[src/rtl/apb_master_if.sv]
// Command/response port plus APB bus for the apb_master initiator.
// The master modport is the initiator's view; slave is the requester/target side.
interface apb_master_if #(
    parameter int AW = 32,
    parameter int DW = 32
);
    logic          cmd_valid;
    logic          cmd_ready;
    logic [AW-1:0] cmd_addr;
    logic          cmd_write;
    logic [DW-1:0] cmd_wdata;
    logic [DW/8-1:0] cmd_strb;

    logic          rsp_valid;
    logic          rsp_ready;
    logic [DW-1:0] rsp_rdata;
    logic          rsp_err;
    logic          rsp_timeout;

    logic          psel;
    logic          penable;
    logic          pwrite;
    logic [AW-1:0] paddr;
    logic [DW-1:0] pwdata;
    logic [DW/8-1:0] pstrb;
    logic          pready;
    logic [DW-1:0] prdata;
    logic          pslverr;

    modport master (
        input  cmd_valid, cmd_addr, cmd_write, cmd_wdata, cmd_strb,
        input  rsp_ready, pready, prdata, pslverr,
        output cmd_ready, rsp_valid, rsp_rdata, rsp_err, rsp_timeout,
        output psel, penable, pwrite, paddr, pwdata, pstrb
    );

    modport slave (
        output cmd_valid, cmd_addr, cmd_write, cmd_wdata, cmd_strb,
        output rsp_ready, pready, prdata, pslverr,
        input  cmd_ready, rsp_valid, rsp_rdata, rsp_err, rsp_timeout,
        input  psel, penable, pwrite, paddr, pwdata, pstrb
    );
endinterface

[src/rtl/apb_master.sv]
// Single-outstanding APB3/APB4 initiator: valid/ready command in, APB SETUP/ACCESS
// transfer with wait-state timeout and alignment check, valid/ready response out.
module apb_master #(
    parameter int AW          = 32,
    parameter int DW          = 32,
    parameter int TIMEOUT     = 16,
    parameter int ALIGN_CHECK = 1
) (
    input  logic         clk,
    input  logic         rst,
    apb_master_if.master bus
);

    typedef enum logic [1:0] {S_IDLE, S_SETUP, S_ACCESS, S_RESP} state_t;

    localparam int             CW       = (TIMEOUT > 1) ? $clog2(TIMEOUT) : 1;
    localparam bit             TMO_EN   = (TIMEOUT > 0);
    localparam logic [CW-1:0]  TMO_LAST = CW'((TIMEOUT > 0) ? TIMEOUT - 1 : 0);

    state_t        state;
    logic [CW-1:0] wait_cnt;
    logic          misaligned;

    assign misaligned = (ALIGN_CHECK != 0) && (bus.cmd_addr[1:0] != 2'b00);

    // NOTE: cmd_ready decodes registered state and is gated by rst so it is
    // low for the whole reset, not just after the first clock edge.
    assign bus.cmd_ready = (state == S_IDLE) && !rst;

    // NOTE: all state and outputs use non-blocking assignments so every
    // branch sees pre-edge values regardless of statement order.
    always_ff @(posedge clk or posedge rst) begin
        if (rst) begin
            state           <= S_IDLE;
            wait_cnt        <= '0;
            bus.psel        <= 1'b0;
            bus.penable     <= 1'b0;
            bus.pwrite      <= 1'b0;
            bus.paddr       <= '0;
            bus.pwdata      <= '0;
            bus.pstrb       <= '0;
            bus.rsp_valid   <= 1'b0;
            bus.rsp_rdata   <= '0;
            bus.rsp_err     <= 1'b0;
            bus.rsp_timeout <= 1'b0;
        end else begin
            case (state)
                S_IDLE: begin
                    if (bus.cmd_valid) begin
                        if (misaligned) begin
                            state           <= S_RESP;
                            bus.rsp_valid   <= 1'b1;
                            bus.rsp_rdata   <= '0;
                            bus.rsp_err     <= 1'b1;
                            bus.rsp_timeout <= 1'b0;
                        end else begin
                            state       <= S_SETUP;
                            bus.psel    <= 1'b1;
                            bus.penable <= 1'b0;
                            bus.paddr   <= bus.cmd_addr;
                            bus.pwrite  <= bus.cmd_write;
                            bus.pwdata  <= bus.cmd_wdata;
                            bus.pstrb   <= bus.cmd_write ? bus.cmd_strb : '0;
                        end
                    end
                end

                S_SETUP: begin
                    state       <= S_ACCESS;
                    bus.penable <= 1'b1;
                    wait_cnt    <= '0;
                end

                S_ACCESS: begin
                    // Completion wins over timeout when pready arrives on the last allowed cycle.
                    if (bus.pready) begin
                        state           <= S_RESP;
                        bus.psel        <= 1'b0;
                        bus.penable     <= 1'b0;
                        bus.rsp_valid   <= 1'b1;
                        bus.rsp_rdata   <= (bus.pwrite || bus.pslverr) ? '0 : bus.prdata;
                        bus.rsp_err     <= bus.pslverr;
                        bus.rsp_timeout <= 1'b0;
                    end else if (TMO_EN && (wait_cnt == TMO_LAST)) begin
                        state           <= S_RESP;
                        bus.psel        <= 1'b0;
                        bus.penable     <= 1'b0;
                        bus.rsp_valid   <= 1'b1;
                        bus.rsp_rdata   <= '0;
                        bus.rsp_err     <= 1'b1;
                        bus.rsp_timeout <= 1'b1;
                    end else begin
                        wait_cnt <= wait_cnt + 1'b1;
                    end
                end

                S_RESP: begin
                    if (bus.rsp_ready) begin
                        state         <= S_IDLE;
                        bus.rsp_valid <= 1'b0;
                    end
                end

                default: state <= S_IDLE;
            endcase
        end
    end

endmodule

[src/flat_wrapper.sv]
// flat-port wrapper written by rule: the top's interface ports become plain ports
module apb_master_flat 
#(
    parameter int AW          = 32,
    parameter int DW          = 32,
    parameter int TIMEOUT     = 16,
    parameter int ALIGN_CHECK = 1
)
  (clk, rst, bus_cmd_valid, bus_cmd_addr, bus_cmd_write, bus_cmd_wdata, bus_cmd_strb, bus_rsp_ready, bus_pready, bus_prdata, bus_pslverr, bus_cmd_ready, bus_rsp_valid, bus_rsp_rdata, bus_rsp_err, bus_rsp_timeout, bus_psel, bus_penable, bus_pwrite, bus_paddr, bus_pwdata, bus_pstrb);
  apb_master_if #(.AW(AW), .DW(DW)) bus_i ();
  input  logic clk;
  input  logic rst;
  input wire logic [$bits(bus_i.cmd_valid)-1:0] bus_cmd_valid;
  input wire logic [$bits(bus_i.cmd_addr)-1:0] bus_cmd_addr;
  input wire logic [$bits(bus_i.cmd_write)-1:0] bus_cmd_write;
  input wire logic [$bits(bus_i.cmd_wdata)-1:0] bus_cmd_wdata;
  input wire logic [$bits(bus_i.cmd_strb)-1:0] bus_cmd_strb;
  input wire logic [$bits(bus_i.rsp_ready)-1:0] bus_rsp_ready;
  input wire logic [$bits(bus_i.pready)-1:0] bus_pready;
  input wire logic [$bits(bus_i.prdata)-1:0] bus_prdata;
  input wire logic [$bits(bus_i.pslverr)-1:0] bus_pslverr;
  output wire logic [$bits(bus_i.cmd_ready)-1:0] bus_cmd_ready;
  output wire logic [$bits(bus_i.rsp_valid)-1:0] bus_rsp_valid;
  output wire logic [$bits(bus_i.rsp_rdata)-1:0] bus_rsp_rdata;
  output wire logic [$bits(bus_i.rsp_err)-1:0] bus_rsp_err;
  output wire logic [$bits(bus_i.rsp_timeout)-1:0] bus_rsp_timeout;
  output wire logic [$bits(bus_i.psel)-1:0] bus_psel;
  output wire logic [$bits(bus_i.penable)-1:0] bus_penable;
  output wire logic [$bits(bus_i.pwrite)-1:0] bus_pwrite;
  output wire logic [$bits(bus_i.paddr)-1:0] bus_paddr;
  output wire logic [$bits(bus_i.pwdata)-1:0] bus_pwdata;
  output wire logic [$bits(bus_i.pstrb)-1:0] bus_pstrb;
  assign bus_i.cmd_valid = bus_cmd_valid;
  assign bus_i.cmd_addr = bus_cmd_addr;
  assign bus_i.cmd_write = bus_cmd_write;
  assign bus_i.cmd_wdata = bus_cmd_wdata;
  assign bus_i.cmd_strb = bus_cmd_strb;
  assign bus_i.rsp_ready = bus_rsp_ready;
  assign bus_i.pready = bus_pready;
  assign bus_i.prdata = bus_prdata;
  assign bus_i.pslverr = bus_pslverr;
  assign bus_cmd_ready = bus_i.cmd_ready;
  assign bus_rsp_valid = bus_i.rsp_valid;
  assign bus_rsp_rdata = bus_i.rsp_rdata;
  assign bus_rsp_err = bus_i.rsp_err;
  assign bus_rsp_timeout = bus_i.rsp_timeout;
  assign bus_psel = bus_i.psel;
  assign bus_penable = bus_i.penable;
  assign bus_pwrite = bus_i.pwrite;
  assign bus_paddr = bus_i.paddr;
  assign bus_pwdata = bus_i.pwdata;
  assign bus_pstrb = bus_i.pstrb;
  apb_master #(.AW(AW), .DW(DW), .TIMEOUT(TIMEOUT), .ALIGN_CHECK(ALIGN_CHECK)) u_core (.clk(clk), .rst(rst), .bus(bus_i));
endmodule
[config.mk]
export PLATFORM = sky130hd
export DESIGN_NAME = apb_master_flat
export DESIGN_NICKNAME = d
export VERILOG_FILES = /design/src/rtl/apb_master_if.sv /design/src/rtl/apb_master.sv /design/src/flat_wrapper.sv
export SDC_FILE = /design/constraint.sdc
export NUM_CORES = 1
export LEC_CHECK = 0
export CAP_MARGIN = 20
export CORE_UTILIZATION = 45
export DETAILED_ROUTE_END_ITERATION = 8
export GPL_ROUTABILITY_DRIVEN = 0
export PLACE_DENSITY_LB_ADDON = 0.25
export SLEW_MARGIN = 10
export SYNTH_ARGS = -nofsm -noshare
export SYNTH_HDL_FRONTEND = slang
export SYNTH_SLANG_ARGS = --single-unit
[constraint.sdc]
create_clock -name clk -period 7.1 [get_ports clk]
set_input_delay 1.065 -clock clk [delete_from_list [all_inputs] [get_ports clk]]
set_output_delay 1.065 -clock clk [all_outputs]
set_load 0.01 [all_outputs]
# Yosys cells after proc, flatten, opt, wreduce, memory -nomap -nowiden
# Index checks and enable logic that the tools add are counted.
# W data, S select, Z words.
dict set report word_totals {
  ff_bits 112
  input_bits 107
  output_inout_bits 107
  word_cells 77
}
dict set report classes {
  addsub 1
  n_eq_ne 11
  muxes 36
  n_bitwise 1
  n_reduce_logical 16
}
# operator n
set ops {}
lappend ops {{$mux W32} 5}
lappend ops {{$pmux W32 S2} 1}
lappend ops {{$mux W1} 15}
lappend ops {{$mux W4} 3}
lappend ops {{$reduce_and A4 Y1} 3}
lappend ops {{$mux W2} 5}
lappend ops {{$ne A2 B2 Y1 const B} 5}
lappend ops {{$reduce_and A3 Y1} 3}
lappend ops {{$pmux W2 S4} 1}
lappend ops {{$pmux W4 S2} 1}
lappend ops {{$pmux W1 S2} 3}
lappend ops {{$pmux W1 S3} 2}
lappend ops {{$reduce_bool A2 Y1} 3}
lappend ops {{$reduce_bool A3 Y1} 2}
lappend ops {{$reduce_and A5 Y1} 1}
lappend ops {{$add A4 B1 Y4 const B} 1}
lappend ops {{$eq A2 B2 Y1 const B} 2}
lappend ops {{$eq A4 B4 Y1 const B} 1}
lappend ops {{$ne A3 B2 Y1 const B} 1}
lappend ops {{$eq A2 B1 Y1 const B} 1}
lappend ops {{$logic_not A2 Y1} 1}
lappend ops {{$ne A2 B1 Y1 const B} 1}
lappend ops {{$logic_and A1 B1 Y1} 1}
lappend ops {{$logic_not A1 Y1} 1}
lappend ops {{2 further kinds} 2}

# Logic depth before layout (Yosys ltp)
dict set report depth {
  word_depth 4
  mapped_depth 9
  mapped_depth_nobuf 6
}

# Worst setup path before layout
# OpenSTA, ideal clock, no wires.
dict set report synth_path {
  path_kind {in2out}
  from {in rst}
  to {out bus_cmd_ready}
  arrival_ps 1243
  t_required_ps 6035
  slack_ps 4792
  stages 1
  n_path_buf 0
  cell_sequence {nor2b_1}
}
dict set report synth_between {
  elab_chain_cells 2
}
# item line
set synth_rtl {}
lappend synth_rtl {{start: declaration} flat_wrapper.sv:12} ;# input logic rst;
lappend synth_rtl {{$logic_not A1 Y1} apb_master.sv:28} ;# assign bus.cmd_ready = (state == S_IDLE) && !rst;
lappend synth_rtl {{$logic_and A1 B1 Y1} apb_master.sv:28}
lappend synth_rtl {{end: declaration} flat_wrapper.sv:22} ;# output wire logic [$bits(bus_i.cmd_ready)-1:0] bus_cmd_ready;
# No other way between the ends.

# Worst setup path after layout
# Same ends and word-level chain as after synthesis.

==> run metrics <==
first-pass GRT wire length 19.6 mm; Worst Setup Slack post-DPL approximately 3.7 ns; Detailed Route WL 12.0 mm; vias in the first global route 4050; initial drt markers 156; Chip Height 105 um; most frequent cell after synthesis nand2_1; layout cell share with drive strength beyond 1 0.0424; max cap viols 0; PD cells 352 nW/um^2; Hold Path Class reg -> reg; post-CTS sizing 0; GRT Util Overall 0.227; Post-CTS Setup Repair Bufs 0; core area 10300 sq um; Crit path required time 6.03 ns; Reg clk slew, reported paths 0.09 ns; Rows 37; share of the synthesized area in the top cell type 0.591; final worst slack about 3.8 ns; Post-Syn Nets 610; Ys Warns 0; DRC viols 0; kind of critical path in -> out; DP HPWL between 8 and 9 mm; vias just under 4000; P&R area growth vs syn 50.8%; I/O pins 214; Internal 0.00166 W; Vias/cell around 4.7; pin count of the biggest net entering global routing 67; Avg Cell Area, Syn 9.56 sq um; EDFF count, synth 0; ys flop type dfrtp_1; CTS tree done; outcome completed; Synth area leader dfrtp_1; first-pass detailed-route iteration total 4; # setup viols final 0; register bit total from synthesis 112; Final Max Tran Viols 0; critical path peak fanout 2; Starting Density 0.462; period utilization 0.461; Leak 3.36 nW; Worst slew margin 0.458; maximum clock path buffer count 2; gr ovfl total 0; crit path capture type output port; sw frac 0.343; setup_tns 0 ns; Cell Area, Synth around 4700 sq um; Clock power frac 0.145; Hold Violations, Final 0; Setup crit start kind input pin; slew of the pin with the lowest slew margin 0.813 ns; combinational power share 0.461; Max VDD drop 0.187 mV; Die W between 100 and 150 um; CP Data Arrival Time 2.21 ns; sequential cell fraction of total power 0.395; die area 11000 sq um; P_sw 0.000862 W; Commonest cells post-synth nand2_1, dfrtp_1, inv_1, mux2i_1, clkbuf_1; cts bufs inserted 9; maximum clock frequency 305 MHz; Final Skew around 0.01 ns; sequential area share after synthesis 0.591; Hold Buf Count CTS 0; Final ANT Viol Nets 0; Clock Sinks between 100 and 150; synth top area cells dfrtp_1, nand2_1, mux2i_1, inv_1, ha_1; min Tclk post-route 3.27 ns; Final #Nets 816; Avg WL per Cell ~14 um; H-tree Lvls 3; RSZ-0062 raised after global routing no; buffers added on ports 213; Synth async-reset ratio 1.00; post-layout utilization of the core 0.696; clk_lat worst skew 0.36 ns; synth unique cells 36; initial antenna violation count 0; # diodes 0; cell count after synthesis 496; root buf cell clkbuf_8
==> layout make-up <==
type	count	area (sq um)
flip-flops and latches	112	2800
clock buffers	12	165
well taps	136	170
clock inverters	4	26.3
fillers	805	3120
inverters	37	141
repair buffers	218	2190
multi-input cells	324	1660
==> logic make-up (layout without fill, tap and decap cells) <==
logic type,after synthesis,count (layout),synth area share
muxes,37,37,0.0791
adders and majority gates,7,7,0.0185
and+or+nand+nor,264,264,0.223
AOI/OAI and AO/OA,16,16,0.0259
buffers and inverters,60,271,0.0623
DFF,112,112,0.591
==> critical path, stage by stage <==
cell,delay (ns)
clkdlybuf4s50_1,0.46
nor2b_1,0.14
clkdlybuf4s50_1,0.54
==> cells in the final DEF (no fill, tap or decap), drive strengths merged, types with 2 or more instances in the layout <==
master | Yosys | layout
mux2i | 33 | 33
a21oi | 3 | 3
ha | 7 | 7
nor2 | 4 | 4
and2 | 2 | 2
clkdlybuf4s50 | 0 | 213
dfrtp | 112 | 112
o21ai | 4 | 4
buf | 14 | 5
a21boi | 2 | 2
clkbuf | 9 | 12
a22o | 2 | 2
nand2 | 239 | 239
mux2 | 4 | 4
clkinv | 0 | 2
nand2b | 2 | 2
inv | 37 | 38
nand3 | 8 | 8
nor2b | 3 | 3
==> through the flow <==
step / hold WS, ns / instance area [sq um] / std cells / total power, W
floorplan: 0.466 / 4740 / 496 / 0.00159
global placement: 0.452 / 6930 / 825 / 0.00212
detailed placement: 0.460 / 6930 / 825 / 0.00216
CTS: 0.482 / 7120 / 841 / 0.00253
global route: 0.495 / 7150 / 843 / 0.00268
finish: 0.479 / 7150 / 843 / 0.00252
==> power groups by stage <==
stage / clock network, W / logic [W] / registers [W]
after floorplan: 0 / 0.000499 / 0.00109
after global placement: 0 / 0.00113 / 0.000992
after detailed placement: 0 / 0.00115 / 0.00100
after CTS: 0.000375 / 0.00116 / 0.000993
after global routing: 0.000401 / 0.00126 / 0.00102
final: 0.000365 / 0.00116 / 0.000993
==> flip-flops by register name, summed over array words and instances, names as in the netlist <==
| register | flops |
|---|---|
| u_core.bus.rsp_err | 1 |
| u_core.bus.psel | 1 |
| u_core.bus.pstrb | 4 |
| u_core.bus.rsp_timeout | 1 |
| u_core.state | 2 |
| u_core.bus.pwdata | 32 |
| u_core.wait_cnt | 4 |
| u_core.bus.rsp_rdata | 32 |
| u_core.bus.rsp_valid | 1 |
| u_core.bus.pwrite | 1 |
| u_core.bus.penable | 1 |
| u_core.bus.paddr | 32 |
==> layer usage <==
metal | vias up | track usage | part of all wire
li1 | 1921 | - | -
met3 | 18 | 0.0811 | 0.095
met1 | 1867 | 0.280 | 0.41
met5 | - | 0 | 0
met4 | 0 | 0.0835 | 0.021
met2 | 173 | 0.367 | 0.47
==> final timing paths <==
kind	startpoint	end	slack [ns]	depth (start not counted)
worst min-delay path	u_core.bus.pstrb[1]	u_core.bus.pstrb[1]	0.48	2
worst min register to register	u_core.bus.pstrb[1]	u_core.bus.pstrb[1]	0.48	2
worst max-delay path	rst	bus_cmd_ready	3.83	3
worst max register to register	u_core.state[0]	u_core.bus.rsp_rdata[8]	4.91	7
max in group asynchronous	rst	u_core.bus.pwdata[17]	4.70	3
min in group asynchronous	rst	u_core.bus.rsp_valid	1.14	2
Power figures use the tool's default switching activity.
